$ cat config.mk
export PLATFORM = sky130hd
export DESIGN_NAME = multicycle_control
export DESIGN_NICKNAME = d
export VERILOG_FILES = /design/src/rtl/ctrl_pkg.sv /design/src/rtl/control_decode.sv /design/src/rtl/multicycle_control.sv
export SDC_FILE = /design/constraint.sdc
export NUM_CORES = 1
export LEC_CHECK = 0
export CORE_AREA = 5 5 95 62
export DETAILED_ROUTE_END_ITERATION = 8
export DIE_AREA = 0 0 100 67
export PLACE_DENSITY = 0.79
export SYNTH_ARGS = -nofsm -noshare
export SYNTH_HDL_FRONTEND = slang
export SYNTH_SLANG_ARGS = --single-unit
export TNS_END_PERCENT = 100
$ cat constraint.sdc
create_clock -name clk -period 2.8 [get_ports clk]
set_input_delay 0.42 -clock clk [delete_from_list [all_inputs] [get_ports clk]]
set_output_delay 0.42 -clock clk [all_outputs]
set_load 0.005 [all_outputs]
$ cat src/rtl/ctrl_pkg.sv
// Shared definitions for the multi-cycle control unit: opcodes, FSM states,
// instruction-class bit positions and the encodings of the mux selects and
// fault codes driven towards the datapath.
package ctrl_pkg;

    // Opcode field values, ins[OP_LO+5:OP_LO]
    localparam logic [5:0] OP_LW   = 6'b100011;
    localparam logic [5:0] OP_SW   = 6'b101011;
    localparam logic [5:0] OP_ADD  = 6'b100000;
    localparam logic [5:0] OP_NOR  = 6'b100110;
    localparam logic [5:0] OP_NORI = 6'b001110;
    localparam logic [5:0] OP_NOT  = 6'b000100;
    localparam logic [5:0] OP_ROLV = 6'b000000;
    localparam logic [5:0] OP_RORV = 6'b000010;
    localparam logic [5:0] OP_BLEU = 6'b010000;
    localparam logic [5:0] OP_JR   = 6'b001000;
    localparam logic [5:0] OP_JAL  = 6'b000011;

    // Bit positions inside the one-hot instruction-class vector
    localparam int CLS_W    = 11;
    localparam int CLS_LW   = 0;
    localparam int CLS_SW   = 1;
    localparam int CLS_ADD  = 2;
    localparam int CLS_NOR  = 3;
    localparam int CLS_NORI = 4;
    localparam int CLS_NOT  = 5;
    localparam int CLS_ROLV = 6;
    localparam int CLS_RORV = 7;
    localparam int CLS_BLEU = 8;
    localparam int CLS_JR   = 9;
    localparam int CLS_JAL  = 10;

    // Controller states, one per clock
    typedef enum logic [2:0] {
        FETCH  = 3'd0,
        DECODE = 3'd1,
        EXEC   = 3'd2,
        MEM    = 3'd3,
        WB     = 3'd4,
        JUMP   = 3'd5,
        FAULT  = 3'd6
    } state_t;

    // PC source select
    localparam logic [1:0] PC_SRC_SEQ    = 2'b00;
    localparam logic [1:0] PC_SRC_BRANCH = 2'b01;
    localparam logic [1:0] PC_SRC_JUMP   = 2'b10;
    localparam logic [1:0] PC_SRC_REG    = 2'b11;

    // Register-file destination select
    localparam logic [1:0] REG_DST_RT  = 2'b00;
    localparam logic [1:0] REG_DST_RD  = 2'b01;
    localparam logic [1:0] REG_DST_R31 = 2'b10;

    // Register-file write-data select
    localparam logic [1:0] MTR_ALU = 2'b00;
    localparam logic [1:0] MTR_MEM = 2'b01;
    localparam logic [1:0] MTR_PC4 = 2'b10;

    // Fault codes
    localparam logic [1:0] FC_NONE    = 2'b00;
    localparam logic [1:0] FC_ILLEGAL = 2'b01;
    localparam logic [1:0] FC_IMEM    = 2'b10;
    localparam logic [1:0] FC_DMEM    = 2'b11;

endpackage

$ cat src/rtl/control_decode.sv
// Opcode classifier: turns the latched 6-bit opcode into a one-hot
// instruction-class vector; an opcode matching no class is illegal.
module control_decode
    import ctrl_pkg::*;
(
    input  logic [5:0]       opcode,
    output logic [CLS_W-1:0] cls,
    output logic             illegal
);

    // One class bit per recognised opcode, nothing set for unknown ones
    always_comb begin
        cls = '0;
        case (opcode)
            OP_LW:   cls[CLS_LW]   = 1'b1;
            OP_SW:   cls[CLS_SW]   = 1'b1;
            OP_ADD:  cls[CLS_ADD]  = 1'b1;
            OP_NOR:  cls[CLS_NOR]  = 1'b1;
            OP_NORI: cls[CLS_NORI] = 1'b1;
            OP_NOT:  cls[CLS_NOT]  = 1'b1;
            OP_ROLV: cls[CLS_ROLV] = 1'b1;
            OP_RORV: cls[CLS_RORV] = 1'b1;
            OP_BLEU: cls[CLS_BLEU] = 1'b1;
            OP_JR:   cls[CLS_JR]   = 1'b1;
            OP_JAL:  cls[CLS_JAL]  = 1'b1;
            default: cls = '0;
        endcase
        illegal = (cls == '0);
    end

endmodule

$ cat src/rtl/multicycle_control.sv
// Multi-cycle control unit: latches the fetched opcode and walks it through
// FETCH/DECODE/EXEC/MEM/WB (or JUMP), driving the datapath strobes, watching
// the memory handshakes for timeouts and counting retired instructions.
module multicycle_control
    import ctrl_pkg::*;
#(
    parameter int INS_W   = 32,
    parameter int OP_LO   = 26,
    parameter int TIMEOUT = 15,
    parameter int CNT_W   = 16
) (
    input  logic             clk,
    input  logic             reset_n,
    input  logic [INS_W-1:0] ins,
    input  logic             imem_ready,
    input  logic             dmem_ready,
    input  logic             br_cond,
    output logic             imem_req,
    output logic             ir_write,
    output logic             pc_write,
    output logic [1:0]       pc_src,
    output logic             dmem_req,
    output logic             dmem_we,
    output logic             reg_write,
    output logic [1:0]       reg_dst,
    output logic [1:0]       mem_to_reg,
    output logic             alu_src,
    output logic [4:0]       alu_ctrl,
    output logic             fault,
    output logic [1:0]       fault_code,
    output logic [CNT_W-1:0] retired
);

    localparam int              WAIT_W    = $clog2(TIMEOUT + 1);
    localparam logic [WAIT_W-1:0] LAST_WAIT = WAIT_W'(TIMEOUT - 1);

    state_t             state;
    state_t             state_nxt;
    logic [5:0]         op_q;
    logic [WAIT_W-1:0]  wait_cnt;
    logic [1:0]         code_q;
    logic [1:0]         code_nxt;
    logic [CNT_W-1:0]   retired_q;
    logic               retire;
    logic [CLS_W-1:0]   cls;
    logic               illegal;
    logic               alu_only;
    logic               writes_rd;
    logic               ins_unused;

    // Only the opcode field matters here; the rest goes to the datapath
    assign ins_unused = ^ins;

    control_decode u_decode (
        .opcode  (op_q),
        .cls     (cls),
        .illegal (illegal)
    );

    assign alu_only  = cls[CLS_ADD] | cls[CLS_NOR] | cls[CLS_NORI] |
                       cls[CLS_NOT] | cls[CLS_ROLV] | cls[CLS_RORV];
    assign writes_rd = cls[CLS_ADD] | cls[CLS_NOR] | cls[CLS_ROLV] | cls[CLS_RORV];

    // State register
    always_ff @(posedge clk or negedge reset_n) begin
        if (!reset_n) state <= FETCH;
        else          state <= state_nxt;
    end

    // Opcode latch, loaded when the fetch handshake completes
    always_ff @(posedge clk or negedge reset_n) begin
        if (!reset_n)                          op_q <= '0;
        else if (state == FETCH && imem_ready) op_q <= ins[OP_LO+5:OP_LO];
    end

    // Handshake wait counter: restarts on every state change
    always_ff @(posedge clk or negedge reset_n) begin
        if (!reset_n)                              wait_cnt <= '0;
        else if (state_nxt != state)               wait_cnt <= '0;
        else if (state == FETCH || state == MEM)   wait_cnt <= wait_cnt + WAIT_W'(1);
    end

    // Fault code register, written only on the transition into FAULT
    always_ff @(posedge clk or negedge reset_n) begin
        if (!reset_n) code_q <= FC_NONE;
        else          code_q <= code_nxt;
    end

    // Retired-instruction counter, bumped as the retiring state is left
    always_ff @(posedge clk or negedge reset_n) begin
        if (!reset_n)    retired_q <= '0;
        else if (retire) retired_q <= retired_q + CNT_W'(1);
    end

    // Next-state, fault-code and retire decision; ready always beats timeout
    always_comb begin
        state_nxt = state;
        code_nxt  = code_q;
        retire    = 1'b0;
        case (state)
            FETCH: begin
                if (imem_ready) begin
                    state_nxt = DECODE;
                end else if (wait_cnt == LAST_WAIT) begin
                    state_nxt = FAULT;
                    code_nxt  = FC_IMEM;
                end
            end
            DECODE: begin
                if (illegal) begin
                    state_nxt = FAULT;
                    code_nxt  = FC_ILLEGAL;
                end else if (cls[CLS_JR] || cls[CLS_JAL]) begin
                    state_nxt = JUMP;
                end else begin
                    state_nxt = EXEC;
                end
            end
            EXEC: begin
                if (cls[CLS_BLEU]) begin
                    retire    = 1'b1;
                    state_nxt = FETCH;
                end else if (cls[CLS_LW] || cls[CLS_SW]) begin
                    state_nxt = MEM;
                end else if (alu_only) begin
                    state_nxt = WB;
                end
            end
            MEM: begin
                if (dmem_ready) begin
                    if (cls[CLS_SW]) begin
                        retire    = 1'b1;
                        state_nxt = FETCH;
                    end else begin
                        state_nxt = WB;
                    end
                end else if (wait_cnt == LAST_WAIT) begin
                    state_nxt = FAULT;
                    code_nxt  = FC_DMEM;
                end
            end
            WB: begin
                retire    = 1'b1;
                state_nxt = FETCH;
            end
            JUMP: begin
                retire    = 1'b1;
                state_nxt = FETCH;
            end
            FAULT: begin
                state_nxt = FAULT;
            end
            default: begin
                state_nxt = FETCH;
            end
        endcase
    end

    // Datapath strobes from state and latched opcode, forced low during reset
    always_comb begin
        imem_req   = 1'b0;
        ir_write   = 1'b0;
        pc_write   = 1'b0;
        pc_src     = PC_SRC_SEQ;
        dmem_req   = 1'b0;
        dmem_we    = 1'b0;
        reg_write  = 1'b0;
        reg_dst    = REG_DST_RT;
        mem_to_reg = MTR_ALU;
        alu_src    = 1'b0;
        if (reset_n) begin
            case (state)
                FETCH: begin
                    imem_req = 1'b1;
                    if (imem_ready) begin
                        ir_write = 1'b1;
                        pc_write = 1'b1;
                        pc_src   = PC_SRC_SEQ;
                    end
                end
                EXEC: begin
                    alu_src = cls[CLS_LW] | cls[CLS_SW] | cls[CLS_NORI] | cls[CLS_BLEU];
                    if (cls[CLS_BLEU]) begin
                        pc_write = br_cond;
                        pc_src   = PC_SRC_BRANCH;
                    end
                end
                MEM: begin
                    dmem_req = 1'b1;
                    dmem_we  = cls[CLS_SW];
                end
                WB: begin
                    reg_write  = 1'b1;
                    reg_dst    = writes_rd ? REG_DST_RD : REG_DST_RT;
                    mem_to_reg = cls[CLS_LW] ? MTR_MEM : MTR_ALU;
                end
                JUMP: begin
                    pc_write = 1'b1;
                    if (cls[CLS_JAL]) begin
                        pc_src     = PC_SRC_JUMP;
                        reg_write  = 1'b1;
                        reg_dst    = REG_DST_R31;
                        mem_to_reg = MTR_PC4;
                    end else begin
                        pc_src = PC_SRC_REG;
                    end
                end
                default: begin
                    imem_req = 1'b0;
                end
            endcase
        end
    end

    assign alu_ctrl   = op_q[5:1];
    assign fault      = (state == FAULT);
    assign fault_code = code_q;
    assign retired    = retired_q;

endmodule

After elaboration in Yosys (flattened, before gate mapping)
Index checks and enable logic that the tools add are counted.

Register bits after elaboration: 31. Input bits: 37. Output and inout bits: 37. Logic and storage cells: 112.

Add/sub/neg operators: 2. Equality and inequality tests: 23. Multiplexer cells: 61. Bitwise gates (word level): 10. Reduce and logical (&&, ||, !) cells: 11.

Operators by type and width (count): 1-bit two-way mux (33); 3-bit two-way mux (9); 6-bit equality test, second input constant (4); 2-bit two-way mux (9); 16-bit by 1-bit adder with 16-bit output, second input constant (1); 3-bit one-hot mux with 5 select lines (1); 6-bit by 2-bit equality test with 1-bit output, second input constant (2); 6-bit by 4-bit equality test with 1-bit output, second input constant (2); 2-bit one-hot mux with 2 select lines (3); 11-bit zero test (1); 1-bit OR (10); 3-bit equality test, second input constant (3); 4-bit two-way mux (2); 3-bit by 2-bit equality test with 1-bit output, second input constant (2); 6-bit by 3-bit equality test with 1-bit output, second input constant (1); 6-bit by 5-bit equality test with 1-bit output, second input constant (1); 6-bit zero test (1); 2-bit != test, second input constant (3); 1-bit one-hot mux with 3 select lines (2); 2-bit one-hot mux with 3 select lines (1); 6-bit AND reduction (1); 4-bit by 1-bit adder with 4-bit output, second input constant (1); 4-bit equality test, second input constant (1); 2-bit by 1-bit != test with 1-bit output, second input constant (2); other kinds (9) (11).

Depth between registers and ports, before layout
Gate-level depths: netlist of the first run.

Word-level depth: 13. Depth in mapped cells: 7. Depth with buffers taken out: 7.

Modules after synthesis
Synthesis of the first run repeated with hierarchy kept, for this count alone.

Cells, all modules: 214. Area total of the unflattened synthesis: 1984.4 sq um.

Modules (own cells, without submodules): multicycle_control (times used 1, cells an instance 175, area each 1785.5 sq um, sequential area each 775.7 sq um); control_decode (times used 1, cells an instance 39, area each 198.9 sq um, sequential area each 0.0 sq um).

Worst setup path after synthesis of the first run
OpenSTA, ideal clock, no wires.

Kind: reg2reg. From: reg op_q[2]. To: reg retired_q[15], in the netlist retired[15]. Library setup time: 79 ps. Data arrival time: 2078 ps. Required time: 2721 ps. Slack: 643 ps. Cell stages (with the launch flop): 7. Path buffers: 1. Clock period less this slack: 2157 ps. Path through: dfrtp_1 > buf_6 > or4_4 > nor4b_4 > o21ai_4 > a2111oi_2 > xor2_1.

Word-level cells in the longest chain between the ends: 5. Elaborated cells between the ends (all ways): 8. Classes of those cells: eq/ne (2); mux (6).

Ends and longest elaborated chain: from (decl) (RTL line multicycle_control.sv:39) `logic [5:0] op_q;`; from (signal assigned) (RTL line multicycle_control.sv:73) `else if (state == FETCH && imem_ready) op_q <= ins[OP_LO+5:OP_LO];`; 6-bit equality test (RTL line control_decode.sv:14) `case (opcode)`; 1-bit two-way mux (RTL line control_decode.sv:14); 1-bit two-way mux (RTL line multicycle_control.sv:131) `if (cls[CLS_SW]) begin`; 1-bit two-way mux (RTL line multicycle_control.sv:130) `if (dmem_ready) begin`; 1-bit one-hot mux with 3 select lines (*) (RTL line multicycle_control.sv:100) `case (state)`; to (signal assigned) (RTL line multicycle_control.sv:92) `else if (retire) retired_q <= retired_q + CNT_W'(1);`; to (decl) (RTL line multicycle_control.sv:43) `logic [CNT_W-1:0] retired_q;`.

Every way passes the cells marked *; elsewhere a longest branch is shown, timed or not. A chain may end at the register's enable or synchronous reset.

Worst setup path after layout of the first run
From: reg op_q[5]. To: out reg_write.

Word-level cells in the longest chain between the ends: 5.

Ends and longest elaborated chain: 6-bit by 2-bit equality test with 1-bit output (RTL line control_decode.sv:14); 1-bit two-way mux (RTL line control_decode.sv:14); 1-bit two-way mux (RTL line multicycle_control.sv:199) `if (cls[CLS_JAL]) begin`; 1-bit one-hot mux with 2 select lines (RTL line multicycle_control.sv:172) `case (state)`; 1-bit two-way mux (RTL line multicycle_control.sv:171) `if (reset_n) begin`; to (decl) (RTL line multicycle_control.sv:24) `output logic reg_write,`.

Every way passes these cells.

==> reports/qor.csv, run 1 <==
stage,metric,value,unit
status,status,"complete, no violations",
hold_path,Min-Delay Path Class,register to register,
global_route,total congestion overflow,0,
critical_path,CP endpoint,reg_write,
yosys,"Primary FF master, synth",dfrtp_1,
clock_network,CTS max path bufs,2,
timing,Final setup viols,0,
yosys,synth top area cells,"dfrtp_1, xor2_1, a2111oi_2",
clock_network,Worst-Skew Late Latency,0.29,ns
timing,"Period Utilization, post-route",95.5,%
critical_path,endpoint class of the critical path,output pin,
routing,Routed WL per cell,16.8,um
finish,multi-input logic area,1260,sq um
floorplan,Die X,100,um
finish,layout cells sized above 1,14.8,%
clock_network,post_cts resized,0,
yosys,async set-reset flop share out of synthesis,100,%
critical_path,launch point of the worst path,op_q[5],
timing,Setup Skew,0.00604,ns
critical_path,"Worst Path Class, Setup",register to output pin,
placed_design,Placement Cell Area,2740,sq um
power,Tot Pwr,2670,uW
critical_path,CP Launch Type,register,
clock_network,H-tree depth,2,
floorplan,Starting Density,44.3,%
placed_design,IO buf count,47,
timing,worst slew pin tran,0.774,ns
placed_design,pre-CTS WS,0.161,ns
routing,post-route ant nets,0,
yosys,synthesized netlist cell count,231,
timing,Fmax,0.374,GHz
critical_path,reg2reg start,op_q[0],
clock_network,TritonCTS clock tree,built,
timing,final hold vios,0,
power,Power Internal,1540,uW
power,maximum vdd drop,0.323,mV
power,Net Sw Frac,42.2,%
global_route,initial antenna violation count,0,
placed_design,GPL Wtd Cong,0.939,
routing,mean number of vias per cell,5.86,
yosys,Yosys cell types,56,
clock_network,# clock sinks,31,
floorplan,die area,6700,sq um
timing,unrepaired setup endpoints after global routing,no,
power,clock network power share,17.4,%
timing,Final min period,2.68,ns
timing,Slew HR,48.0,%
yosys,Synth Area per Inst,9.35,sq um
clock_network,setup repair bufs after CTS,0,
power,combinational power share,55.7,%
global_route,vias in the first global route,1869,
global_route,gr usage total,17.9,%
timing,final worst setup slack,0.125,ns
power,Seq pwr share,26.9,%
floorplan,number of core rows,20,
finish,Ant. Diodes,0,
routing,total number of vias,2050,
critical_path,cells on worst reg2reg path,6,
global_route,largest net degree at the start of global routing,20,
finish,fillcell total,429,
placed_design,hpwl dp,4470,um
yosys,top-area cell type share of the netlist area,35.9,%
finish,nets,323,
timing,setup TNS,0,ns
power,Leak,0.00110,uW
critical_path,CP arrival,2.26,ns
floorplan,Die Span Y,67,um
routing,final wirelength,5880,um
critical_path,internal reg-to-reg setup slack,0.43,ns
global_route,first-pass GRT wire length,9360,um
yosys,Post-synth EDFFs,0,
finish,Reg area,776,sq um
clock_network,root buf cell,clkbuf_8,
yosys,synthesized cell area,2160,sq um
yosys,#FFs+latches synth,31,
yosys,Synthesized Nets,271,
critical_path,Reg2Reg Capture Point,wait_cnt[3],
critical_path,Critical Path RT,2.38,ns
power,pwr/cell area,934,nW/um^2
yosys,register area share after synthesis,35.9,%
routing,Pre-antenna DRT Iters,5,
clock_network,total CTS buffers,5,
routing,Initial DRC Count,230,
floorplan,Core Footprint,4880,sq um
yosys,YS warnings,0,
clock_network,Worst-path clk slew,0.07,ns
finish,"Design Area, Final",2860,sq um
floorplan,boundary pin count,74,
timing,Final Slew Violations,0,
finish,Syn-to-layout area delta,32.5,%
critical_path,maximum fanout along the worst path,14,
clock_network,# hold bufs at CTS,0,
yosys,Synth area leader,dfrtp_1,
power,Sw Pwr,1130,uW
finish,"commonest non-fill, non-tap cell in the layout",clkdlybuf4s50_1,
run,Max Cap Viol,0,
finish,"commonest cells after routing, fill and taps aside","clkdlybuf4s50_1, dfrtp_1, nand2_1, buf_4, xor2_1",
finish,final core utilization,58.7,%
routing,# DRC,0,
[worst max-delay path: stages, from the launching register on]
cell and delay [ns]:
dfrtp_1 0.39, buf_4 0.19, or4_1 0.57, nand2_1 0.13
and3_1 0.18, clkdlybuf4s50_1 0.51
[final cells by class]
type                       instances  share of cell area [%]
multi-input combinational        175                    44.2
sequential                        31                    27.1
timing repair buffer              63                    20.8
clock buffer                       6                    2.88
tap                               66                    2.88
clock inverter                     2                    1.22
inverter                           7                   0.918
[logic make-up after synthesis]
family | after synthesis | share of synthesized area [%]
compound gates | 49 | 19.0
xor+xnor | 21 | 8.51
fa+ha+maj | 4 | 2.20
buf+inv | 25 | 5.79
flops | 31 | 35.9
mux | 7 | 3.65
simple gates | 94 | 25.0
[per-stage QoR]
step	instances	hold WS, ns
floorplan	231	0.124
global placement	342	0.459
detailed placement	342	0.481
CTS	350	0.490
global route	350	0.499
finish	350	0.485
[per-layer routing]
| layer | global-route usage (%) | wire (um) | up-vias |
|---|---|---|---|
| met4 | 4.87 | 70 | 0 |
| met3 | 4.50 | 504 | 12 |
| met1 | 26.5 | 2900 | 973 |
| li1 | - | - | 953 |
| met2 | 25.4 | 2410 | 112 |
| met5 | 0 | 0 | - |
[flip-flops by register name (all words and copies together), names as in the netlist]
signal      count
op_q            6
fault_code      2
state           3
retired        16
wait_cnt        4
[synth_stat cells, types with 2 or more instances]
| cell type | n |
|---|---|
| xor2_1 | 15 |
| nand2_1 | 20 |
| a21oi_1 | 4 |
| nand4_1 | 5 |
| inv_1 | 6 |
| nand2b_1 | 4 |
| a211oi_1 | 4 |
| and3_1 | 3 |
| mux2_2 | 5 |
| a21boi_1 | 4 |
| o22ai_1 | 2 |
| a2111oi_2 | 6 |
| a32oi_1 | 3 |
| o21ai_0 | 8 |
| nor4b_1 | 2 |
| nand3b_1 | 4 |
| nor2_1 | 14 |
| and2_1 | 2 |
| buf_4 | 6 |
| o211ai_1 | 5 |
| clkbuf_1 | 9 |
| xnor2_1 | 6 |
| ha_1 | 3 |
| nor2b_1 | 4 |
| or4bb_1 | 2 |
| nor3b_1 | 3 |
| a311oi_1 | 3 |
| nor3_1 | 12 |
| mux2_1 | 2 |
| nand3_1 | 5 |
| or4_1 | 2 |
| nor4_1 | 4 |
| dfrtp_1 | 31 |
[power by group through the flow]
stage          logic (uW)  clock network (uW)  registers, uW
6_report             1490                 466            719
5_1_grt              1610                 499            741
4_1_cts              1470                 475            717
3_5_place_dp         1470                   0            724
3_3_place_gp         1430                   0            719
2_1_floorplan         967                   0            701
[worst min-delay path by stage]
stage,cells past startpoint,to,from
after detailed placement,1,retired[15],retired[15]
after global placement,1,retired[15],retired[15]
after CTS,1,retired[15],retired[15]
after floorplan,0,fault_code[0],reset_n
final,1,retired[15],retired[15]
after global routing,1,retired[15],retired[15]
Note: power is estimated with default switching activity, not from simulation.
==> inputs of run 2 (changes only) <==
Settings changed: CORE_AREA 5 5 95 62 to 5 5 94 61, CTS_BUF_LIST from default to sky130_fd_sc_hd__clkbuf_8, DIE_AREA 0 0 100 67 to 0 0 99 66, PLACE_DENSITY 0.79 to 0.81.
==> run 2 against run 1 <==
Against the previous run:
- register-to-register slack worse by 0.02 ns
- first-iteration DRC count decreased by 9.6%
- sequential power about the same
- sequential share of layout area about the same
- via count decreased by 2.3%
- worst hold slack got worse by 0.021 ns
- final area up 0.13%
- largest cell class unchanged
- global-route usage is 0.11 points higher
- core utilization grew 0.69 points
- critical endpoint is now mem_to_reg[1]
- count of clock-buffer cells in the layout unchanged
==> reports/qor.csv, run 2 (synthesized netlist as in run 1, its figures left out) <==
stage,metric,value,unit
clock_network,total CTS buffers,5,
global_route,vias in the first global route,1827,
finish,fillcell total,413,
critical_path,CP cell instances,nand3b_1 > or4_1 > nor3_2 > clkdlybuf4s50_1,
finish,"commonest non-fill, non-tap cell in the layout",clkdlybuf4s50_1,
finish,"Design Area, Final",2870,sq um
critical_path,reg2reg start,op_q[5],
clock_network,CTS max path bufs,2,
floorplan,Core Footprint,4830,sq um
global_route,gr usage total,18.0,%
timing,Final min period,2.71,ns
critical_path,CP max stage cell,clkdlybuf4s50_1,
routing,Initial DRC Count,208,
finish,Reg area,776,sq um
finish,layout cells sized above 1,15.1,%
finish,max reg flops,16,
critical_path,CP max stage delay,0.54,ns
finish,Ant. Diodes,0,
clock_network,TritonCTS clock tree,built,
timing,unrepaired setup endpoints after global routing,yes,
clock_network,H-tree depth,2,
routing,total number of vias,2003,
floorplan,Die Span Y,66,um
routing,Pre-antenna DRT Iters,5,
power,Tot Pwr,2670,uW
clock_network,Worst-Skew Late Latency,0.29,ns
routing,final wirelength,5760,um
timing,Setup Skew,0.00647,ns
hold_path,Min-Delay Path Class,register to register,
floorplan,boundary pin count,74,
routing,mean number of vias per cell,5.71,
critical_path,WP depth,4,
critical_path,CP arrival,2.29,ns
status,status,"complete, no violations",
clock_network,root buf cell,clkbuf_8,
power,pwr/cell area,932,nW/um^2
placed_design,hpwl dp,4200,um
floorplan,Die X,99,um
critical_path,largest delay contributor family on the critical path,simple AND/OR/NAND/NOR gates,
global_route,initial antenna violation count,0,
global_route,total congestion overflow,0,
clock_network,# clock sinks,31,
routing,Routed WL per cell,16.4,um
finish,Syn-to-layout area delta,32.7,%
placed_design,GPL Wtd Cong,0.941,
timing,final hold vios,0,
critical_path,maximum fanout along the worst path,5,
timing,Final Slew Violations,0,
critical_path,cells on worst reg2reg path,7,
timing,worst slew pin tran,0.575,ns
global_route,largest net degree at the start of global routing,25,
critical_path,Critical Path RT,2.38,ns
floorplan,die area,6530,sq um
critical_path,CP Launch Type,register,
critical_path,WP buf/inv,1,
routing,post-route ant nets,0,
global_route,first-pass GRT wire length,9320,um
critical_path,launch point of the worst path,op_q[2],
routing,# DRC,0,
critical_path,internal reg-to-reg setup slack,0.41,ns
placed_design,IO buf count,47,
timing,final worst setup slack,0.0921,ns
floorplan,Starting Density,44.7,%
power,maximum vdd drop,0.451,mV
critical_path,endpoint class of the critical path,output pin,
clock_network,Worst-path clk slew,0.07,ns
placed_design,pre-CTS WS,0.170,ns
floorplan,number of core rows,20,
critical_path,CP endpoint,mem_to_reg[1],
power,Leak,0.00109,uW
placed_design,Placement Cell Area,2720,sq um
finish,nets,324,
timing,Final setup viols,0,
run,Max Cap Viol,0,
timing,"Period Utilization, post-route",96.7,%
critical_path,"Worst Path Class, Setup",register to output pin,
timing,Fmax,0.369,GHz
finish,multi-input logic area,1260,sq um
timing,Slew HR,61.3,%
critical_path,Reg2Reg Capture Point,retired[14],
finish,"commonest cells after routing, fill and taps aside","clkdlybuf4s50_1, dfrtp_1, nand2_1, buf_4, xor2_1",
-- run 2: how the worst min path moves through the flow --
stage,startpoint,end,slack [ns],depth (start not counted)
finish,retired[15],retired[15],0.46,1
global placement,retired[15],retired[15],0.46,1
detailed placement,retired[15],retired[15],0.46,1
CTS,retired[15],retired[15],0.47,1
floorplan,reset_n,fault_code[0],0.12,0
global route,retired[15],retired[15],0.51,1
-- run 2: cell type report --
type | instances | area share [%]
Sequential cell | 31 | 27.1
Tap cell | 66 | 2.88
Inverter | 7 | 0.917
Clock inverter | 2 | 1.22
Multi-Input combinational cell | 175 | 44.1
Clock buffer | 6 | 2.88
Timing Repair Buffer | 64 | 20.9
-- run 2: report_power, final --
| part | leakage, uW | switching, uW | internal, uW | total (uW) |
|---|---|---|---|---|
| Clock | 0.0000612 | 180 | 288 | 468 |
| Combinational | 0.000669 | 803 | 681 | 1480 |
| Sequential | 0.000361 | 142 | 578 | 720 |
-- run 2: metal layers --
layer  vias to the layer above  global-route usage [%]  part of all wire, %
li1                        961                       -                    -
met1                       947                    26.1                   47
met2                        91                    24.9                   41
met3                         4                    6.74                   10
met4                         0                    4.43                 0.76
met5                         -                       0                    0
-- run 2: worst reg2reg max path, delay by kind of cell (launching register included) --
family | cells | cell delay (ns)
AND/OR/NAND/NOR | 2 | 0.88
buffers and inverters | 2 | 0.29
flip-flops | 1 | 0.39
XOR/XNOR | 1 | 0.13
AO/OA/AOI/OAI | 2 | 0.59
-- run 2: stage by stage --
step | hold slack, ns | TNS [ns] | std cells | utilization [%]
after floorplan | 0.124 | 0 | 231 | -
after global placement | 0.459 | 0 | 340 | 56.3
after detailed placement | 0.458 | 0 | 340 | 56.3
after CTS | 0.468 | 0 | 349 | 59.0
after global routing | 0.511 | -0.0499 | 351 | 59.4
final | 0.464 | 0 | 351 | 59.4
-- run 2: repair_timing --
| action | 4_1_cts | 5_1_grt |
|---|---|---|
| resized for setup | 2 | 1 |
| setup buffers | 1 | 2 |
| cloned | 0 | 0 |
| setup endpoints to repair | 4 | 5 |
| hold buffers | 0 | 0 |
| pin swaps | 0 | 1 |
